==> src/rtl/status_flag_unit.sv <==
// rtl/status_flag_unit.sv - EX-stage flag register, interrupt shadow and branch-condition resolver.
// Optional macro FLAG_BYPASS_EN: forward incoming flags on a same-cycle write/branch hazard.
module status_flag_unit (
    input  logic       clk,
    input  logic       rst_n,
    input  logic       c_in,
    input  logic       s_in,
    input  logic       v_in,
    input  logic       z_in,
    input  logic       flag_we,
    input  logic       ex_valid,
    input  logic       stall,
    input  logic       flush,
    input  logic       br_valid,
    input  logic [3:0] br_cond,
    input  logic       irq_save,
    input  logic       irq_restore,
    output logic [3:0] flags,
    output logic       br_taken,
    output logic       br_done,
    output logic       stall_req
);

    typedef enum logic {S_IDLE, S_HOLD} state_t;

    state_t     r_state;
    state_t     w_state_nxt;
    logic [3:0] r_flags;
    logic [3:0] r_shadow;
    logic [3:0] r_cond;
    logic [3:0] w_cond_nxt;
    logic [3:0] w_in_flags;
    logic       r_br_done;
    logic       r_br_taken;
    logic       w_done_nxt;
    logic       w_taken_nxt;
    logic       w_flag_wr;
    logic       w_br_acc;

    // Flag vector layout is {C,S,V,Z}.
    function automatic logic f_eval(input logic [3:0] cond, input logic [3:0] f);
        logic c, s, v, z;
        c = f[3];
        s = f[2];
        v = f[1];
        z = f[0];
        case (cond)
            4'd0:    f_eval = 1'b1;
            4'd1:    f_eval = z;
            4'd2:    f_eval = !z;
            4'd3:    f_eval = c;
            4'd4:    f_eval = !c;
            4'd5:    f_eval = s;
            4'd6:    f_eval = !s;
            4'd7:    f_eval = v;
            4'd8:    f_eval = !v;
            4'd9:    f_eval = c & !z;
            4'd10:   f_eval = !c | z;
            4'd11:   f_eval = (s == v);
            4'd12:   f_eval = (s != v);
            4'd13:   f_eval = !z & (s == v);
            4'd14:   f_eval = z | (s != v);
            default: f_eval = 1'b0;
        endcase
    endfunction

    assign w_in_flags = {c_in, s_in, v_in, z_in};
    assign w_flag_wr  = flag_we & ex_valid & !stall & !flush;
    assign w_br_acc   = br_valid & !stall & !flush;

    always_comb begin
        w_state_nxt = r_state;
        w_cond_nxt  = r_cond;
        w_done_nxt  = 1'b0;
        w_taken_nxt = 1'b0;
        case (r_state)
            S_IDLE: begin
                if (w_br_acc) begin
                    if (w_flag_wr) begin
`ifdef FLAG_BYPASS_EN
                        w_done_nxt  = 1'b1;
                        w_taken_nxt = f_eval(br_cond, w_in_flags);
`else
                        w_state_nxt = S_HOLD;
                        w_cond_nxt  = br_cond;
`endif
                    end else begin
                        w_done_nxt  = 1'b1;
                        w_taken_nxt = f_eval(br_cond, r_flags);
                    end
                end
            end
            S_HOLD: begin
                // Flags written on the hazard edge are live now; resolve on them.
                if (flush) begin
                    w_state_nxt = S_IDLE;
                end else if (!stall) begin
                    w_done_nxt  = 1'b1;
                    w_taken_nxt = f_eval(r_cond, r_flags);
                    w_state_nxt = S_IDLE;
                end
            end
        endcase
    end

    always_ff @(posedge clk or negedge rst_n) begin
        if (!rst_n) begin
            r_state    <= S_IDLE;
            r_cond     <= 4'd0;
            r_br_done  <= 1'b0;
            r_br_taken <= 1'b0;
        end else begin
            r_state    <= w_state_nxt;
            r_cond     <= w_cond_nxt;
            r_br_done  <= w_done_nxt;
            r_br_taken <= w_taken_nxt;
        end
    end

    // Save always samples pre-edge flags, so save+restore together swaps them.
    always_ff @(posedge clk or negedge rst_n) begin
        if (!rst_n) begin
            r_flags  <= 4'd0;
            r_shadow <= 4'd0;
        end else begin
            if (irq_save)
                r_shadow <= r_flags;
            if (irq_restore)
                r_flags <= r_shadow;
            else if (w_flag_wr)
                r_flags <= w_in_flags;
        end
    end

    assign flags    = r_flags;
    assign br_done  = r_br_done;
    assign br_taken = r_br_taken;
`ifdef FLAG_BYPASS_EN
    assign stall_req = 1'b0;
`else
    assign stall_req = (r_state == S_HOLD);
`endif

endmodule

==> config.mk <==
export PLATFORM = sky130hd
export DESIGN_NAME = status_flag_unit
export DESIGN_NICKNAME = d
export VERILOG_FILES = /design/src/rtl/status_flag_unit.sv
export SDC_FILE = /design/constraint.sdc
export NUM_CORES = 1
export LEC_CHECK = 0
export ABC_AREA = 1
export CAP_MARGIN = 20
export CORE_ASPECT_RATIO = 0.75
export CORE_UTILIZATION = 43
export DETAILED_ROUTE_END_ITERATION = 8
export PLACE_DENSITY = 0.74
export SYNTH_ARGS = -nofsm -noshare
export SYNTH_HDL_FRONTEND = slang
export SYNTH_SLANG_ARGS = --single-unit
==> constraint.sdc <==
create_clock -name clk -period 1.17 [get_ports clk]
set_input_delay 0.234 -clock clk [delete_from_list [all_inputs] [get_ports clk]]
set_output_delay 0.234 -clock clk [all_outputs]
set_load 0.1 [all_outputs]
==> results_dict.tcl, run 1 <==
set metrics [dict create \
    cts_root_buf "clkbuf_4" \
    synth_top_area_cell "dfrtp_1" \
    reg2reg_slack_ns -0.13 \
    leakage_nw 0.8320 \
    die_height_um 43.63 \
    synthCells 156 \
    via_count 1234 \
    fmax_mhz 740.5 \
    fin_setup_tns_ns -0.8850 \
    cts_tree "done" \
    power.density_mw_per_mm2 1227 \
    io_buffers 23 \
    synthTopCellsByCount "nand2_1, inv_1, o21ai_0" \
    slew_violations 0 \
    grt_pass1_wl_mm 5.609 \
    synth_nets 173 \
    cts_sinks 15 \
    coreArea_mm2 0.002085 \
    synth-edff-count 0 \
    violations "setup timing" \
    start_util 0.4766 \
    crit_type "reg2out" \
    finalSetupViolations 6 \
    synthesis.area_um2 993.5 \
    status "complete, but fails checks" \
    crit_fanout 6 \
    cts.clk_slew.worst_paths_ns 0.09 \
    num_io_pins 24 \
    cts_buffer_depth 2 \
    arrival_ns 1.12 \
    min_period_ns 1.350 \
    cts_buffers 3 \
    clkLatencyLatePin_ns 0.29 \
    syn_avg_cell_area_um2 6.368 \
    grtUsageTotal 0.3117 \
    rows 14 \
    ys.flop_type "dfrtp_1" \
    fin_util 0.8073 \
    htree_levels 1 \
    ant_nets 0 \
    drive_above_1_share 0.3535 \
    finClkSkew_ns 0.002669 \
    crit_required_ns 0.94 \
    fin_nets 233 \
    relSlewSlack 0.8152 \
    worst_pin_slew_ns 0.2764 \
    drc 0 \
    drt-total-wl_mm 3.475 \
    synth_top_area_frac 0.3778 \
    yosysWarningCount 0 \
    die_x_um 57.50 \
    drt_first_pass_iters 4 \
    synth_most_common_cell "nand2_1" \
    critPathLaunch "flags[0]" \
    routedWlPerCell_um 14.54 \
    hp-class "in2async" \
    yosysSeqAreaShare 0.3778 \
    final_area_mm2 0.001683 \
    worst_slack_ns -0.1804 \
    cts-hold-fix-buffers 0 \
    worst_ir_drop_vdd_mv 0.7054 \
    finalCritPeriodShare 1.154 \
    synth_cell_types 18 \
    async_flop_share 1.000 \
    vias_per_cell 5.163 \
    gr-total-overflow 0 \
    place_area_mm2 0.001526 \
    power.total_mw 2.064 \
    die_area_mm2 0.002508 \
    area_growth_pct 69.40 \
    place_congestion 0.8569 \
    diodes 0 \
    cp-end-kind "primary output" \
    r2r_start "flags[2]" \
    hold_viol_final 0 \
    antenna_found_initial 0 \
    drt-initial-drc-count 53 \
    cap_violations 0 \
    r2r_cells 7 \
    grt_max_degree 16 \
    final_cells 239 \
    startpoint_type "flip-flop" \
    ys_ff_latch 15 \
    rsz0062_at_grt "true" \
    dp_cells 226 \
    synth_area_leaders "dfrtp_1, nand2_1, o21ai_0" \
    grt_pass1_vias 1204 \
    place_hpwl_mm 2.394 \
    r2r_end "br_taken" \
]
## registers in the layout, summed over array words and instances (netlist names)
name and count:
br_done 1, br_taken 1, flags 4, r_cond 4, r_shadow 4, stall_req 1
## worst max-delay path, stage by stage (launching register included)
cell and delay, ns:
dfrtp_4 0.54, buf_6 0.14, buf_12 0.15
## power by group
part	switching, mW	internal, mW	leakage, nW
clock network	0.175	0.132	0.0150
logic	0.583	0.464	0.638
registers	0.102	0.608	0.179
total	0.860	1.20	0.832
## what timing repair did
action / 4_1_cts / 5_1_grt
endpoints found under the hold margin: 0 / 0
gates cloned: 1 / 0
setup endpoints to repair: 12 / 8
buffers inserted: 7 / 2
pin swaps: 7 / 0
gates resized for setup: 24 / 4
## kinds of logic after synthesis
kind of cell | synth area share
AO/OA/AOI/OAI | 0.1599
buffers and inverters | 0.08816
flip-flops | 0.3778
AND/OR/NAND/NOR | 0.3741
## metal layers
layer | track usage | share of wire | vias up
met5 | 0 | 0 | -
met4 | 0.09756 | 0.035 | 0
met3 | 0.07164 | 0.079 | 14
met2 | 0.5535 | 0.48 | 70
met1 | 0.3783 | 0.41 | 533
li1 | - | - | 617
## final cells by class
| class | instances | area, um^2 |
|---|---|---|
| well taps | 24 | 30.03 |
| flip-flops and latches | 15 | 396.6 |
| repair buffers | 55 | 555.5 |
| fillers | 147 | 401.6 |
| multi-input cells | 119 | 589.3 |
| clock buffers | 4 | 26.28 |
| inverters | 22 | 85.08 |
## per-stage QoR
stage	hold WS, ns	setup slack [ns]
3_5_place_dp	0.5119	-0.4417
5_1_grt	0.2636	-0.2129
4_1_cts	0.2567	-0.1815
6_report	0.2558	-0.1804
3_3_place_gp	0.5049	-0.3569
2_1_floorplan	-0.06159	-0.1539
## worst max path at each step
stage                     to  slack (ns)  cells after the start
detailed placement  br_taken       -0.44                     10
CTS                 flags[1]       -0.18                      2
floorplan           br_taken       -0.15                      8
global route        flags[2]       -0.21                      2
global placement    br_taken       -0.36                     10
finish              flags[0]       -0.18                      2
## placed cells by master, fill, tap and decap left out, drive strengths merged, types with 3 or more instances in the layout
master	netlist	layout
a21oi	4	4
buf	0	39
clkbuf	1	4
clkdlybuf4s50	0	13
dfrtp	15	15
dlygate4sd2	0	3
inv	20	20
nand2	55	56
nand3	10	10
nor2	19	19
nor3	4	4
o21ai	21	21
(Power assumes the default switching activity.)
==> run 2: changes to the inputs <==
Settings changed: GPL_TIMING_DRIVEN from default to 0.
==> run 2 against run 1 <==
Effect of this change: the run still ends with setup timing left; clock power up 2%; die area unchanged; combinational power down 16%; fmax down 2.6%; worst hold slack worse by 0.040 ns; register-to-register slack worse by 0.09 ns.
==> results_dict.tcl, run 2 (synthesis results as in run 1) <==
set metrics [dict create \
    dp_cells 202 \
    critical_path_depth 8 \
    die_area_mm2 0.002508 \
    cts_tree "done" \
    final_common_cell "nand2_1" \
    slew_violations 0 \
    cts_buffers 3 \
    worst_pin_slew_ns 0.6963 \
    fin_nets 213 \
    critPathBufInv 1 \
    relSlewSlack 0.5343 \
    r2r_start "flags[0]" \
    gr-total-overflow 0 \
    max_stage_delay_ns 0.48 \
    p_clk_frac 0.163 \
    cts_root_buf "clkbuf_4" \
    start_util 0.4766 \
    num_io_pins 24 \
    grt_max_degree 16 \
    drc 0 \
    r2r_end "br_taken" \
    finClkSkew_ns 0.009138 \
    crit_type "reg2reg" \
    worst_slack_ns -0.2167 \
    place_congestion 0.9569 \
    drt_first_pass_iters 4 \
    vias_per_cell 5.438 \
    coreArea_mm2 0.002085 \
    fin_setup_tns_ns -0.7203 \
    hold_ws_ns 0.2155 \
    drt-initial-drc-count 62 \
    crit_required_ns 1.35 \
    diodes 0 \
    finalCritPeriodShare 1.185 \
    dpl_worst_slack_ns -0.6785 \
    grt_pass1_wl_mm 4.547 \
    io_buffers 22 \
    die_height_um 43.63 \
    grt_pass1_vias 1047 \
    power.density_mw_per_mm2 1266 \
    critPathLaunch "flags[0]" \
    power.switching_mw 0.8594 \
    ant_nets 0 \
    fmax_mhz 721.2 \
    drive_above_1_share 0.3282 \
    startpoint_type "flip-flop" \
    drt-total-wl_mm 3.101 \
    fin_util 0.7287 \
    crit_fanout 6 \
    switching_share 0.4468 \
    layout_common_cells "nand2_1, inv_1, o21ai_0, nor2_1, clkdlybuf4s50_1" \
    cts_buffer_depth 2 \
    endpoint "br_taken" \
    rsz0062_at_grt "true" \
    hold_viol_final 0 \
    routedWlPerCell_um 14.16 \
    crit_top_cell "nand2_1" \
    clkLatencyLatePin_ns 0.29 \
    cp_top_family "flip-flops" \
    violations "setup timing" \
    cap_violations 0 \
    worst_ir_drop_vdd_mv 0.7862 \
    final_cells 219 \
    leakage_nw 0.7724 \
    crit_path_top_delay_cell "dfrtp_4" \
    grtUsageTotal 0.2402 \
    arrival_ns 1.57 \
    crit_chain "buf_2 -> nand2_1 -> o21ai_0 -> a21oi_1 -> nor2_1 -> nand3_1 -> nand2_1 -> nand2_1" \
    die_x_um 57.50 \
    internal-power_mw 1.064 \
    cts.clk_slew.worst_paths_ns 0.10 \
    combPwrFrac 0.461 \
    r2r_cells 8 \
    hp-class "in2reg" \
    final_area_mm2 0.001519 \
    reg2reg_slack_ns -0.22 \
    area_growth_pct 52.90 \
    rows 14 \
    place_hpwl_mm 2.037 \
    htree_levels 1 \
    antenna_found_initial 0 \
    finalSetupViolations 6 \
    cts_sinks 15 \
    via_count 1191 \
    power.total_mw 1.924 \
    cp-end-kind "flip-flop" \
    place_area_mm2 0.001271 \
    status "complete, but fails checks" \
    min_period_ns 1.387 \
    sequentialPowerShare 0.376 \
]
run 2: cell types whose count changed in the layout (fill, tap and decap cells not counted), sizes merged:
cell,previous run,this run
inv,20,21
buf,39,19
dlygate4sd2,3,1
clkdlybuf4s50,13,12
dlymetal6s2s,0,2
run 2: routing by layer:
layer	GRT usage	up-vias	wire length, um
met1	0.3165	546	1318
met5	0	-	0
met3	0.05672	8	228
met4	0.04878	0	48
met2	0.4070	60	1506
li1	-	577	-
run 2: worst min-delay path by stage:
stage / startpoint / end / slack (ns) / cells after the start
after floorplan: rst_n / br_done / -0.06 / 0
after global placement: r_shadow[1] / r_shadow[1] / 0.51 / 2
after detailed placement: r_shadow[3] / flags[3] / 0.52 / 2
after CTS: irq_restore / flags[0] / 0.24 / 2
after global routing: flush / stall_req / 0.23 / 2
final: flush / stall_req / 0.22 / 2
run 2: what timing repair did:
item | in CTS | in global routing
hold buffers | 0 | 0
pin swaps | 1 | 15
setup endpoints to repair | 14 | 16
gates cloned | 0 | 1
setup buffers | 7 | 5
gates resized for setup | 59 | 29
endpoints found under the hold margin | 0 | 0
run 2: cell type report:
| cell class | instances | area, um^2 |
|---|---|---|
| inverter | 22 | 87.58 |
| timing repair buffer | 34 | 337.8 |
| buffer | 1 | 5.005 |
| clock inverter | 1 | 5.005 |
| fill | 167 | 565.5 |
| tap | 24 | 30.03 |
| sequential | 15 | 396.6 |
| clock buffer | 3 | 22.52 |
| multi-input combinational | 119 | 634.4 |
run 2: worst register-to-register path, stage by stage (launching register included):
cell     delay, ns
dfrtp_4       0.48
buf_2         0.20
nand2_1       0.06
o21ai_0       0.09
a21oi_1       0.09
nor2_1        0.10
nand3_1       0.10
nand2_1       0.10
nand2_1       0.06
run 2: power groups by stage:
stage	registers [mW]	logic, mW	clock network [mW]
after floorplan	0.872	0.323	0
after global placement	0.719	0.676	0
after detailed placement	0.721	0.692	0
after CTS	0.711	0.773	0.312
after global routing	0.732	0.954	0.338
final	0.724	0.887	0.313
==> run 3: changes to the inputs <==
Settings changed: CORE_MARGIN from default to 1.5.
==> run 3 against run 2 <==
Effect of this change: the run ends with DRC, setup timing left; flip-flop and latch count is the same; clock skew grew 0.0025 ns; non-clock buffer count grew 2; register-to-register slack gained 0.09 ns; via count grew 0.92%; largest power group unchanged; worst setup slack gained 0.088 ns; worst hold slack gained 0.028 ns; critical endpoint unchanged; highest routed layer unchanged; power shrank 0.30%.
==> results_dict.tcl, run 3 (synthesis results as in run 1) <==
set metrics [dict create \
    area_growth_pct 51.51 \
    cap_violations 0 \
    cts_root_buf "clkbuf_4" \
    status "complete, but fails checks" \
    grt_pass1_wl_mm 5.078 \
    finalCritPeriodShare 1.110 \
    internal-power_mw 1.100 \
    antenna_found_initial 0 \
    final_cells 221 \
    r2r_cells 7 \
    htree_levels 1 \
    crit_fanout 6 \
    min_period_ns 1.298 \
    grtUsageTotal 0.2594 \
    crit_required_ns 1.35 \
    start_util 0.4766 \
    gr-total-overflow 0 \
    fillCellCount 159 \
    diodes 0 \
    relSlewSlack 0.5492 \
    grt_max_degree 16 \
    finClkSkew_ns 0.01159 \
    routedWlPerCell_um 14.14 \
    hp-class "in2reg" \
    finalSetupViolations 6 \
    arrival_ns 1.48 \
    switching_share 0.4267 \
    coreArea_mm2 0.002085 \
    drt-initial-drc-count 86 \
    endpoint "br_taken" \
    die_x_um 58.50 \
    place_congestion 0.8353 \
    die_height_um 44.63 \
    hold_viol_final 0 \
    worst_slack_ns -0.1282 \
    startpoint_type "flip-flop" \
    dp_cells 202 \
    drt-total-wl_mm 3.125 \
    leakage_nw 0.7490 \
    via_count 1202 \
    r2r_start "flags[2]" \
    sequentialPowerShare 0.374 \
    vias_per_cell 5.439 \
    die_area_mm2 0.002611 \
    crit_type "reg2reg" \
    register_area_um2 394.1 \
    final_area_mm2 0.001505 \
    reg2reg_slack_ns -0.13 \
    num_io_pins 24 \
    drc 1 \
    rows 14 \
    final_common_cell "nand2_1" \
    fmax_mhz 770.3 \
    place_area_mm2 0.001271 \
    cts_tree "done" \
    place_hpwl_mm 1.983 \
    cts_buffers 3 \
    p_clk_frac 0.152 \
    worst_ir_drop_vdd_mv 0.9100 \
    io_buffers 22 \
    cts.clk_slew.worst_paths_ns 0.09 \
    r2r_end "br_taken" \
    power.density_mw_per_mm2 1274 \
    fin_nets 215 \
    layout_common_cells "nand2_1, buf_4, inv_1, nor2_1, clkdlybuf4s50_1" \
    grt_pass1_vias 1141 \
    worst_pin_slew_ns 0.6741 \
    critPathLaunch "flags[2]" \
    power.switching_mw 0.8184 \
    combPwrFrac 0.473 \
    cp-end-kind "flip-flop" \
    violations "DRC, setup timing" \
    cts_sinks 15 \
    drive_above_1_share 0.2944 \
    rsz0062_at_grt "true" \
    cts_buffer_depth 2 \
    clkLatencyLatePin_ns 0.29 \
    ant_nets 0 \
    multiInputGateArea_um2 589.3 \
    drt_first_pass_iters 6 \
    slew_violations 0 \
]
## run 3: per-stage QoR
stage	TNS, ns	setup WS (ns)	util	hold slack [ns]	total power [mW]
6_report	-0.4888	-0.1282	0.7221	0.2438	1.918
4_1_cts	-0.4433	-0.09488	0.6909	0.2599	1.853
3_3_place_gp	-7.293	-0.6773	0.6098	0.5073	1.393
5_1_grt	-0.7647	-0.2097	0.7221	0.2478	2.031
3_5_place_dp	-7.309	-0.6744	0.6098	0.5164	1.409
2_1_floorplan	-0.1539	-0.1539	-	-0.06159	1.195
## run 3: cell type report
cell class              count  area share
clock buffers               4     0.01746
multi-input cells         119      0.3915
repair buffers             36      0.2477
plain buffers               1    0.003325
well taps                  24     0.01995
flip-flops and latches     15      0.2618
inverters                  22     0.05819
## run 3: worst min path at each step
stage	startpoint	endpoint	depth (start not counted)	slack, ns
2_1_floorplan	rst_n	br_done	0	-0.06
3_3_place_gp	r_shadow[3]	r_shadow[3]	2	0.51
3_5_place_dp	r_cond[2]	r_cond[2]	2	0.52
4_1_cts	irq_restore	flags[0]	2	0.26
5_1_grt	flush	stall_req	2	0.25
6_report	flush	stall_req	2	0.24
## run 3: repair_timing
action | CTS | global route
buffers inserted | 11 | 3
hold buffers | 0 | 0
pin swaps | 1 | 2
cloned | 1 | 0
gates resized for setup | 72 | 14
hold endpoints to repair | 0 | 0
setup endpoints to repair | 13 | 14
## run 3: routing by layer
layer  wire, um  share of wire  GRT usage
met4          4         0.0013    0.04186
met3        362           0.12    0.07310
met5          0              0          0
met1       1275           0.41     0.3454
met2       1483           0.47     0.4292
## run 3: power groups by stage
stage	sequential (mW)	clock [mW]	combinational, mW
2_1_floorplan	0.872	0	0.323
3_5_place_dp	0.719	0	0.691
6_report	0.718	0.292	0.907
4_1_cts	0.708	0.295	0.850
5_1_grt	0.728	0.326	0.977
3_3_place_gp	0.717	0	0.675
## run 3: worst max-delay path: stages (launching register included)
cell and delay [ns]:
dfrtp_4 0.53, buf_6 0.15, o21ai_2 0.12, nor2_1 0.06
nor2_1 0.12, nand3_1 0.08, nand2_1 0.09, nand2_1 0.06
